`src/rtl/instr_fetch_ctrl.sv`:
```
// Instruction fetch controller: streams a program image into a single-port RAM
// (LOAD) and fetches sequential words into a small FIFO for decode (FETCH).
module instr_fetch_ctrl #(
  parameter int unsigned data_length = 32,
  parameter int unsigned mem_length  = 32,
  parameter int unsigned fifo_depth  = 2,
  localparam int unsigned AW = $clog2(mem_length)
) (
  input  logic                   clk,
  input  logic                   rst_n,
  input  logic                   load_start,
  input  logic                   load_valid,
  input  logic [data_length-1:0] load_data,
  input  logic                   load_last,
  output logic                   load_ready,
  input  logic                   fetch_start,
  input  logic                   halt,
  input  logic                   redirect_valid,
  input  logic [AW-1:0]          redirect_addr,
  output logic                   instr_valid,
  input  logic                   instr_ready,
  output logic [data_length-1:0] instr_data,
  output logic [AW-1:0]          instr_addr,
  output logic                   mem_we,
  output logic [AW-1:0]          mem_address,
  output logic [data_length-1:0] mem_wdata,
  input  logic [data_length-1:0] mem_rdata,
  output logic                   busy
);

  localparam int unsigned PW = (fifo_depth > 1) ? $clog2(fifo_depth) : 1;
  localparam int unsigned CW = $clog2(fifo_depth + 1);
  localparam int unsigned SW = CW + 1;
  localparam logic [AW-1:0] LAST_ADDR = AW'(mem_length - 1);
  localparam logic [SW-1:0] DEPTH     = SW'(fifo_depth);

  typedef enum logic [1:0] {
    S_IDLE  = 2'd0,
    S_LOAD  = 2'd1,
    S_FETCH = 2'd2
  } state_t;

  state_t r_state;
  state_t w_state_nxt;

  logic [AW-1:0]          r_pc;
  logic [AW-1:0]          r_waddr;
  logic [AW-1:0]          r_tag;
  logic                   r_pending;
  logic [PW-1:0]          r_wptr;
  logic [PW-1:0]          r_rptr;
  logic [CW-1:0]          r_count;
  logic [data_length-1:0] r_fifo_data [fifo_depth];
  logic [AW-1:0]          r_fifo_addr [fifo_depth];

  logic          w_issue;
  logic          w_flush;
  logic          w_redirect;
  logic          w_write;
  logic          w_enter_load;
  logic          w_enter_fetch;
  logic          w_pop_req;
  logic          w_push;
  logic          w_pop;
  logic          w_credit;
  logic [AW-1:0] w_pc_inc;

  assign instr_valid = (r_count != '0);
  assign instr_data  = r_fifo_data[r_rptr];
  assign instr_addr  = r_fifo_addr[r_rptr];

  // A pop this cycle frees a slot, so issue can continue at one word per cycle.
  assign w_pop_req = instr_valid & instr_ready;
  assign w_credit  = (SW'(r_count) + SW'(r_pending)) < (DEPTH + SW'(w_pop_req));
  assign w_push    = (r_state == S_FETCH) & r_pending & ~w_flush;
  assign w_pop     = w_pop_req & ~w_flush;
  assign w_pc_inc  = (r_pc == LAST_ADDR) ? '0 : r_pc + AW'(1);

  always_ff @(posedge clk or negedge rst_n) begin
    if (!rst_n) r_state <= S_IDLE;
    else        r_state <= w_state_nxt;
  end

  always_comb begin
    w_state_nxt   = r_state;
    w_issue       = 1'b0;
    w_flush       = 1'b0;
    w_redirect    = 1'b0;
    w_write       = 1'b0;
    w_enter_load  = 1'b0;
    w_enter_fetch = 1'b0;
    load_ready    = 1'b0;
    busy          = 1'b1;
    mem_we        = 1'b1;
    mem_address   = r_pc;
    mem_wdata     = '0;
    unique case (r_state)
      S_IDLE: begin
        busy = 1'b0;
        if (load_start) begin
          w_state_nxt  = S_LOAD;
          w_enter_load = 1'b1;
        end else if (fetch_start) begin
          w_state_nxt   = S_FETCH;
          w_enter_fetch = 1'b1;
        end
      end
      S_LOAD: begin
        load_ready  = 1'b1;
        mem_address = r_waddr;
        if (load_valid) begin
          w_write   = 1'b1;
          mem_we    = 1'b0;
          mem_wdata = load_data;
        end
        if (halt) begin
          w_state_nxt = S_IDLE;
          w_flush     = 1'b1;
        end else if (load_valid && (load_last || (r_waddr == LAST_ADDR))) begin
          w_state_nxt = S_IDLE;
        end
      end
      S_FETCH: begin
        if (halt) begin
          w_state_nxt = S_IDLE;
          w_flush     = 1'b1;
        end else if (redirect_valid) begin
          w_flush    = 1'b1;
          w_redirect = 1'b1;
        end else begin
          w_issue = w_credit;
        end
      end
      default: begin
        w_state_nxt = S_IDLE;
      end
    endcase
  end

  // Address counters, in-flight tag and FIFO bookkeeping.
  always_ff @(posedge clk or negedge rst_n) begin
    if (!rst_n) begin
      r_pc      <= '0;
      r_waddr   <= '0;
      r_tag     <= '0;
      r_pending <= 1'b0;
      r_wptr    <= '0;
      r_rptr    <= '0;
      r_count   <= '0;
    end else begin
      if (w_enter_load)  r_waddr <= '0;
      else if (w_write)  r_waddr <= r_waddr + AW'(1);

      if (w_enter_fetch)   r_pc <= '0;
      else if (w_redirect) r_pc <= redirect_addr;
      else if (w_issue)    r_pc <= w_pc_inc;

      r_pending <= w_issue;
      if (w_issue) r_tag <= r_pc;

      if (w_flush) begin
        r_wptr  <= '0;
        r_rptr  <= '0;
        r_count <= '0;
      end else begin
        if (w_push) r_wptr <= r_wptr + PW'(1);
        if (w_pop)  r_rptr <= r_rptr + PW'(1);
        r_count <= r_count + CW'(w_push) - CW'(w_pop);
      end
    end
  end

  // Storage needs no reset: entries are only visible through r_count.
  always_ff @(posedge clk) begin
    if (w_push) begin
      r_fifo_data[r_wptr] <= mem_rdata;
      r_fifo_addr[r_wptr] <= r_tag;
    end
  end

endmodule
```
`config.mk`:
```
export PLATFORM = sky130hd
export DESIGN_NAME = instr_fetch_ctrl
export DESIGN_NICKNAME = d
export VERILOG_FILES = /design/src/rtl/instr_fetch_ctrl.sv
export SDC_FILE = /design/constraint.sdc
export NUM_CORES = 1
export LEC_CHECK = 0
export CELL_PAD_IN_SITES_DETAIL_PLACEMENT = 1
export CELL_PAD_IN_SITES_GLOBAL_PLACEMENT = 1
export CORE_MARGIN = 10
export CORE_UTILIZATION = 38
export CTS_CLUSTER_SIZE = 8
export DETAILED_ROUTE_END_ITERATION = 10
export GPL_ROUTABILITY_DRIVEN = 0
export PLACE_DENSITY_LB_ADDON = 0.1
export SYNTH_ARGS = -nofsm -noshare
export SYNTH_HDL_FRONTEND = slang
export SYNTH_SLANG_ARGS = --single-unit
```
`constraint.sdc`:
```
create_clock -name clk -period 7.6 [get_ports clk]
set_input_delay 1.14 -clock clk [delete_from_list [all_inputs] [get_ports clk]]
set_output_delay 1.14 -clock clk [all_outputs]
set_load 0.02 [all_outputs]
```
Word level (Yosys, flattened, before mapping)
Memory sizes are Yosys's and may differ from the RTL's. Index checks and enable logic that the tools add are counted.

$add $sub $neg: 8. Order comparisons: 1. Equal/unequal tests: 7. Multiplexer cells: 42. Bitwise logic cells: 5. Reduce and logical (&&, ||, !) cells: 9.

Operators by type and width (count): $mux W32 (2); $mux W5 (7); $mux W1 (25); $mux W2 (6); $add A5 B1 Y5 const B (2); $eq A5 B5 Y1 const B (2); $reduce_bool A2 Y1 (4); $ne A3 B3 Y1 const B (2); $pmux W2 S3 (1); $and A1 B1 Y1 (4); $add A2 B1 Y3 (1); $add A2 B1 Y3 const A (1); $lt A3 B3 Y1 (1); $reduce_and A3 Y1 (1); $reduce_bool A3 Y1 (1); $add A1 B1 Y1 const B (2); $add A2 B1 Y2 (1); $eq A2 B1 Y1 const B (1); $eq A2 B2 Y1 const B (1); $logic_not A2 Y1 (1); $ne A2 B2 Y1 const B (1); $pmux W1 S2 (1); $sub A2 B1 Y2 (1); $logic_and A1 B1 Y1 (1); 2 further kinds (2).

Flip-flop bits (word level): 22. RAM bits: 74. Input port bits: 78. Word-level logic and storage cells: 82. Memories: 2.

Memories: r_fifo_data (depth 2, width 32, rd ports 1, clocked after Yosys merged registers in 0, wr ports 1, RTL line 53) `logic [data_length-1:0] r_fifo_data [fifo_depth];`; r_fifo_addr (depth 2, width 5, rd ports 1, clocked after Yosys merged registers in 0, wr ports 1, RTL line 54) `logic [AW-1:0] r_fifo_addr [fifo_depth];`.

Longest topological paths before layout
Gate-level depths: netlist of run 1.

Depth after elaboration: 10. Gate-level depth with buffers: 11.

Least setup slack after synthesis of run 1
No wires, ideal clock.

Kind: in2reg. From: in redirect_valid. To: mem r_fifo_addr[0][0] (netlist bit) (enable). Arrival time: 3013 ps. Slack: 4156 ps. Cell stages on the path: 3. Buffers on the path: 0. Cells stage by stage: o21ai_0 -> nand3_1 -> nor2_1.

Longest elaborated chain between the ends: 7.

RTL lines: start, declared (RTL line 18) `input logic redirect_valid,`; $mux W1 (RTL line 127) `end else if (redirect_valid) begin`; $mux W1 (RTL line 124) `if (halt) begin`; $pmux W1 S2 (RTL line 97) `unique case (r_state)`; $not A1 Y1 (RTL line 75) `assign w_push = (r_state == S_FETCH) & r_pending & ~w_flush;`; $and A1 B1 Y1 (RTL line 75); $mux W1 (RTL line 175) `if (w_push) begin`; $mux W1 (implied by the code) (RTL line 177) `r_fifo_addr[r_wptr] <= r_tag;`; end, declared (RTL line 54).

Every way passes these cells.

Worst setup path in the final report of run 1
From: in load_valid. To: out mem_we.

Longest elaborated chain between the ends: 2.

RTL lines: start, declared (RTL line 12) `input logic load_valid,`; $mux W1 (RTL line 111) `if (load_valid) begin`; $mux W1 (RTL line 97); end, declared (RTL line 24) `output logic mem_we,`.

Every way passes these cells.

==> flow_metrics.env, run 1 <==
export IMPL_synth_edff_count=74
export IMPL_initial_core_util_pct=38.82
export IMPL_powerDensity_mw_per_mm2=280.2
export IMPL_grt_ovfl_total=0
export IMPL_slew_headroom_pct=20.98
export IMPL_drc_errors=0
export IMPL_fillers=1116
export IMPL_first_pass_iters=4
export IMPL_hold_depth=0
export IMPL_status="completed"
export IMPL_clk_latency_ns=0.35
export IMPL_clockBufferDepth=2
export IMPL_hp_start="r_tag[0]"
export IMPL_vias=2857
export IMPL_clockRootBuffer="clkbuf_8"
export IMPL_synth_area_mm2=0.004227
export IMPL_grt_pass1_wl_um=17280
export IMPL_dieArea_mm2=0.01574
export IMPL_die_h_um=125.5
export IMPL_first_iter_violations=168
export IMPL_die_w_um=125.5
export IMPL_cts_setup_buffers=0
export IMPL_async_flop_share_pct=22.92
export IMPL_p_leak_uw=0.002331
export IMPL_seq_area_frac_synth_pct=65.60
export IMPL_layout_commonest_cell="clkdlybuf4s50_1"
export IMPL_critPathRequiredTime_ns=6.46
export IMPL_wl_um=11080
export IMPL_hold_viol_final=0
export IMPL_yosys_register_bits=96
export IMPL_worst_r2r_cell_count=11
export IMPL_syn_num_nets=367
export IMPL_vias_per_cell=4.969
export IMPL_numPortBuffers=155
export IMPL_rrSetupSlack_ns=4.20
export IMPL_finalMaxSlewViolations=0
export IMPL_synth_cells=278
export IMPL_worst_hold_path_type="flop to flop"
export IMPL_ys_types=39
export IMPL_yosys_warnings=0
export IMPL_htreeDepth=3
export IMPL_layout_nets=519
export IMPL_critPathKind="primary input to output port"
export IMPL_grt_setup_unrepaired="no"
export IMPL_cts_hold_buf=0
export IMPL_place_ws_ns=3.216
export IMPL_hpwl_um=8385
export IMPL_crit_chain="clkdlybuf4s50_1 -> and2_0 -> inv_1 -> clkdlybuf4s50_1"
export IMPL_setup_viol=0
export IMPL_grt_start_max_net_pins=42
export IMPL_seq_power_share_pct=40.1
export IMPL_setup_slack_ns=3.234
export IMPL_diodes=0
export IMPL_postSynthAreaPerCell_um2=15.20
export IMPL_hold_path_endpoint="r_fifo_addr[1][0]"
export IMPL_area_delta_synth_final_pct=44.43
export IMPL_p_switching_uw=583.8
export IMPL_pwr_share_clk_pct=19.9
export IMPL_wl_per_cell_um=19.27
export IMPL_num_rows=38
export IMPL_fin_crit_ns=4.366
export IMPL_grt_total_usage_pct=13.58
export IMPL_synthFlopType="edfxtp_1"
export IMPL_vdd_ir_drop_max_mv=0.1897
export IMPL_grt_pass1_vias=3150
export IMPL_finalCritPeriodShare_pct=57.45
export IMPL_p_int_uw=1126
export IMPL_cts_sinks=96
export IMPL_crit_fanout=34
export IMPL_finClkSkew_ns=0.008974
export IMPL_drive_gt1_share_pct=17.70
export IMPL_cap_viol_max_count=0
export IMPL_core_mm2=0.01089
export IMPL_antenna_found_initial=0
export IMPL_postRouteAntennaNets=0
export IMPL_ctsResizeCount=0
export IMPL_critPathCaptureType="output port"
export IMPL_cts_clk_slew_worst_paths_ns=0.09
export IMPL_r2r_end="r_count[1]"
export IMPL_r2r_start="r_state[1]"
export IMPL_numCtsBuffers=9
export IMPL_startpoint_type="primary input"
export IMPL_max_stage_delay_ns=1.00
export IMPL_cp_arrival_ns=3.23
export IMPL_crit_slowest_cell="clkdlybuf4s50_1"
export IMPL_swShare_pct=34.14
export IMPL_io_pins=156
export IMPL_tightest_slew_ns=1.185
export IMPL_crit_top_cell="clkdlybuf4s50_1"
export IMPL_p_comb_share_pct=40.0
export IMPL_layout_common_cells="clkdlybuf4s50_1 (155), edfxtp_1 (74), mux2_2 (44)"
export IMPL_fin_tns_setup_ns=0
export IMPL_cts_tree="done"
export IMPL_fmax_mhz=229.0
worst max-delay path by stage:
| stage | start | endpoint | slack [ns] |
|---|---|---|---|
| after floorplan | redirect_valid | r_fifo_addr[0][0] | 4.16 |
| after global placement | load_valid | mem_we | 3.29 |
| after detailed placement | load_valid | mem_we | 3.22 |
| after CTS | load_valid | mem_we | 3.21 |
| after global routing | load_valid | mem_we | 3.03 |
| final | load_valid | mem_we | 3.23 |
power groups by stage:
stage	registers (uW)	clock network, uW	logic (uW)
final	685	341	684
after global routing	697	374	740
after CTS	688	350	696
after detailed placement	700	0	692
after global placement	697	0	679
after floorplan	645	0	447
per-layer routing:
layer	GRT usage (%)	share of wire [%]	vias up	wire [um]
met5	0	0	-	0
met3	5.450	7.4	6	825
met4	2.710	0.52	0	58
met1	15.33	41	1406	4503
met2	23.70	51	100	5695
li1	-	-	1345	-
critical path, delay by kind of cell:
family | cells | cell delay (ns)
and+or+nand+nor | 1 | 0.40
buffers and inverters | 3 | 1.69
state kept, by name, indices dropped and copies added, names as in the netlist:
register and cells:
r_state 2, r_rptr 1, r_waddr 5, r_pc 5, r_wptr 1, r_count 2, r_tag 5, r_pending 1
r_fifo_addr 10, r_fifo_data 64
cell type report:
type	instances	area, um2	area share, %
multi-input cells	160	1371	22.46
clock buffers	9	123.9	2.029
inverters	8	30.03	0.4919
well taps	140	175.2	2.869
flip-flops and latches	96	2774	45.44
clock inverters	7	78.83	1.291
repair buffers	155	1551	25.42
synth_stat cells (2+ instances only):
| master | number | area share (%) |
|---|---|---|
| edfxtp_1 | 74 | 53 |
| mux2_2 | 44 | 12 |
| and3_1 | 34 | 5.0 |
| dfrtp_1 | 22 | 13 |
| ha_1 | 11 | 3.3 |
| nand2_1 | 9 | 0.80 |
| nor2_1 | 9 | 0.80 |
| inv_1 | 8 | 0.71 |
| a21oi_1 | 7 | 0.83 |
| buf_2 | 6 | 0.71 |
| clkbuf_1 | 6 | 0.53 |
| mux2_4 | 5 | 1.8 |
| o2bb2ai_1 | 5 | 1.0 |
| xnor2_1 | 4 | 0.83 |
| xor2_1 | 4 | 0.83 |
| o21ai_0 | 3 | 0.36 |
| nand3_1 | 2 | 0.24 |
| nor2b_1 | 2 | 0.30 |
| nor3_1 | 2 | 0.24 |
| o21ai_2 | 2 | 0.41 |
through the flow:
step           utilization, %  instances  hold slack (ns)  instance area (um2)  power (uW)
2_1_floorplan               -        278           0.4423                 4227        1093
3_3_place_gp            54.21        559           0.4563                 5902        1376
3_5_place_dp            54.21        559           0.4668                 5902        1392
4_1_cts                 56.07        575           0.4939                 6105        1735
5_1_grt                 56.07        575           0.5051                 6105        1812
6_report                56.07        575           0.4891                 6105        1710
cell families after synthesis:
logic type / count (synthesis) / share of synthesized area [%]
compound gates: 23 / 3.819
mux: 50 / 13.74
simple gates: 68 / 9.621
buf+inv: 22 / 2.309
xor+xnor: 8 / 1.658
fa+ha+maj: 11 / 3.256
flops: 96 / 65.60
No activity file was read; power rests on OpenSTA's default activity.
==> inputs of run 2 (changes only) <==
- CORE_UTILIZATION: 38 -> 35
- clock period: 7.6 -> 4.5 ns (I/O delays scaled with it)
==> run 2 against run 1 <==
Sequential share of layout area is 0.96 points lower. Clock power is 120% higher. Non-clock buffer count is 5 higher. Routed wire length is 0.32% lower. Critical path type is now flop to output port. Largest cell class unchanged. Largest power group is now combinational logic.
==> flow_metrics.env, run 2 (synthesis gave the netlist of run 1 again) <==
export IMPL_place_inst=571
export IMPL_setup_viol=0
export IMPL_cap_viol_max_count=0
export IMPL_whs_ns=0.4756
export IMPL_pwr_share_clk_pct=24.1
export IMPL_crit_top_cell="inv_1"
export IMPL_fmax_mhz=316.1
export IMPL_largest_register_ffs=64
export IMPL_grt_start_max_net_pins=39
export IMPL_finalNonFillerCells=587
export IMPL_drive_gt1_share_pct=18.64
export IMPL_clockRootBuffer="clkbuf_16"
export IMPL_ctsResizeCount=0
export IMPL_finClkSkew_ns=0.009237
export IMPL_p_switching_uw=984.8
export IMPL_finalMaxSlewViolations=0
export IMPL_htreeDepth=3
export IMPL_route_top_layer_used="met4"
export IMPL_clockBufferDepth=2
export IMPL_area_delta_synth_final_pct=47.54
export IMPL_layout_common_cells="clkdlybuf4s50_1 (155), edfxtp_1 (74), mux2_2 (44)"
export IMPL_cts_sinks=96
export IMPL_wl_met1_um=4635
export IMPL_grt_setup_unrepaired="no"
export IMPL_numPortBuffers=155
export IMPL_crit_chain="inv_1 -> ha_1 -> buf_4 -> and2_0 -> inv_1 -> clkdlybuf4s50_1"
export IMPL_worst_hold_path_type="flop to flop"
export IMPL_fin_tns_setup_ns=0
export IMPL_layout_commonest_cell="clkdlybuf4s50_1"
export IMPL_hold_viol_final=0
export IMPL_max_stage_delay_ns=0.57
export IMPL_vias_per_cell=4.807
export IMPL_status="completed"
export IMPL_p_leak_uw=0.002404
export IMPL_drc_errors=0
export IMPL_crit_fanout=38
export IMPL_fin_crit_ns=3.164
export IMPL_grt_total_usage_pct=12.90
export IMPL_cts_hold_buf=0
export IMPL_dr_wl_met3_um=774
export IMPL_seq_power_share_pct=37.7
export IMPL_p_int_uw=2074
export IMPL_fillers=1193
export IMPL_hpwl_um=8400
export IMPL_power_uw=3059
export IMPL_critPathKind="flop to output port"
export IMPL_first_iter_violations=101
export IMPL_cp_arrival_ns=2.49
export IMPL_top_register="r_fifo_data"
export IMPL_diodes=0
export IMPL_grt_ovfl_total=0
export IMPL_die_w_um=129.9
export IMPL_cts_clk_slew_worst_paths_ns=0.07
export IMPL_slew_headroom_pct=29.64
export IMPL_crit_buf_inv=4
export IMPL_p_comb_share_pct=38.1
export IMPL_antenna_found_initial=0
export IMPL_finalCritPeriodShare_pct=70.30
export IMPL_io_pins=156
export IMPL_numCtsBuffers=9
export IMPL_num_rows=40
export IMPL_die_h_um=129.9
export IMPL_cts_tree="done"
export IMPL_critPathCaptureType="output port"
export IMPL_first_pass_iters=3
export IMPL_crit_family="buffers and inverters"
export IMPL_clk_latency_ns=0.34
export IMPL_cts_setup_buffers=0
export IMPL_grt_pass1_vias=3128
export IMPL_layout_nets=524
export IMPL_vdd_ir_drop_max_mv=0.3232
export IMPL_critPathRequiredTime_ns=3.83
export IMPL_swShare_pct=32.20
export IMPL_tightest_slew_ns=1.052
export IMPL_initial_core_util_pct=35.48
export IMPL_dieArea_mm2=0.01687
export IMPL_wl_met2_um=5533
export IMPL_crit_slowest_cell="clkdlybuf4s50_1"
export IMPL_postRouteAntennaNets=0
export IMPL_powerDensity_mw_per_mm2=490.5
export IMPL_wl_um=11050
export IMPL_startpoint_type="flop"
export IMPL_core_mm2=0.01191
export IMPL_wl_per_cell_um=18.82
export IMPL_reg_top3="r_fifo_data: 64 flops, r_fifo_addr: 10 flops"
export IMPL_grt_pass1_wl_um=16930
export IMPL_vias=2822
[run 2: cell type report]
| class | count | area [um2] | share of cell area [%] |
|---|---|---|---|
| Clock buffer | 10 | 229.0 | 3.672 |
| Clock inverter | 6 | 58.81 | 0.9430 |
| Inverter | 8 | 30.03 | 0.4815 |
| Multi-Input combinational cell | 160 | 1371 | 21.99 |
| Sequential cell | 96 | 2774 | 44.48 |
| Tap cell | 147 | 183.9 | 2.949 |
| Timing Repair Buffer | 160 | 1589 | 25.48 |
[run 2: power by group through the flow]
| stage | clock network, uW | registers (uW) | logic (uW) |
|---|---|---|---|
| after floorplan | 0 | 1090 | 755 |
| after global placement | 0 | 1180 | 1160 |
| after detailed placement | 0 | 1180 | 1180 |
| after CTS | 764 | 1160 | 1190 |
| after global routing | 794 | 1170 | 1260 |
| final | 739 | 1150 | 1170 |
[run 2: worst paths after layout]
| path | start | end | slack (ns) | cells after the start |
|---|---|---|---|---|
| max in group asynchronous | rst_n | r_rptr | 2.88 | 1 |
| setup / recovery | r_state[1] | mem_we | 1.34 | 6 |
| min in group asynchronous | rst_n | r_count[1] | 0.92 | 1 |
| setup reg to reg | r_state[0] | r_count[1] | 1.96 | 11 |
| hold reg to reg | r_tag[1] | r_fifo_addr[1][1] | 0.48 | 0 |
| hold / removal | r_tag[1] | r_fifo_addr[1][1] | 0.48 | 0 |
[run 2: per-layer routing]
metal,GRT usage [%],vias up
li1,-,1353
met1,14.90,1371
met2,21.96,87
met3,4.625,11
met4,3.968,0
met5,0,-
[run 2: worst reg2reg max path: cells and delay by family, from the launching register on]
kind | cells | cell delay [ns]
adders and majority gates | 3 | 0.75
AOI/OAI and AO/OA | 2 | 0.58
DFF | 1 | 0.40
xor gates and xnor gates | 2 | 0.34
and+or+nand+nor | 2 | 0.18
buffers and inverters | 2 | 0.15
[run 2: per-stage QoR]
stage	area, um2	worst slack, ns	utilization [%]
floorplan	4227	1.521	-
CTS	6236	1.313	52.35
detailed placement	5948	1.455	49.94
global placement	5948	1.549	49.94
global route	6236	1.152	52.35
finish	6236	1.336	52.35
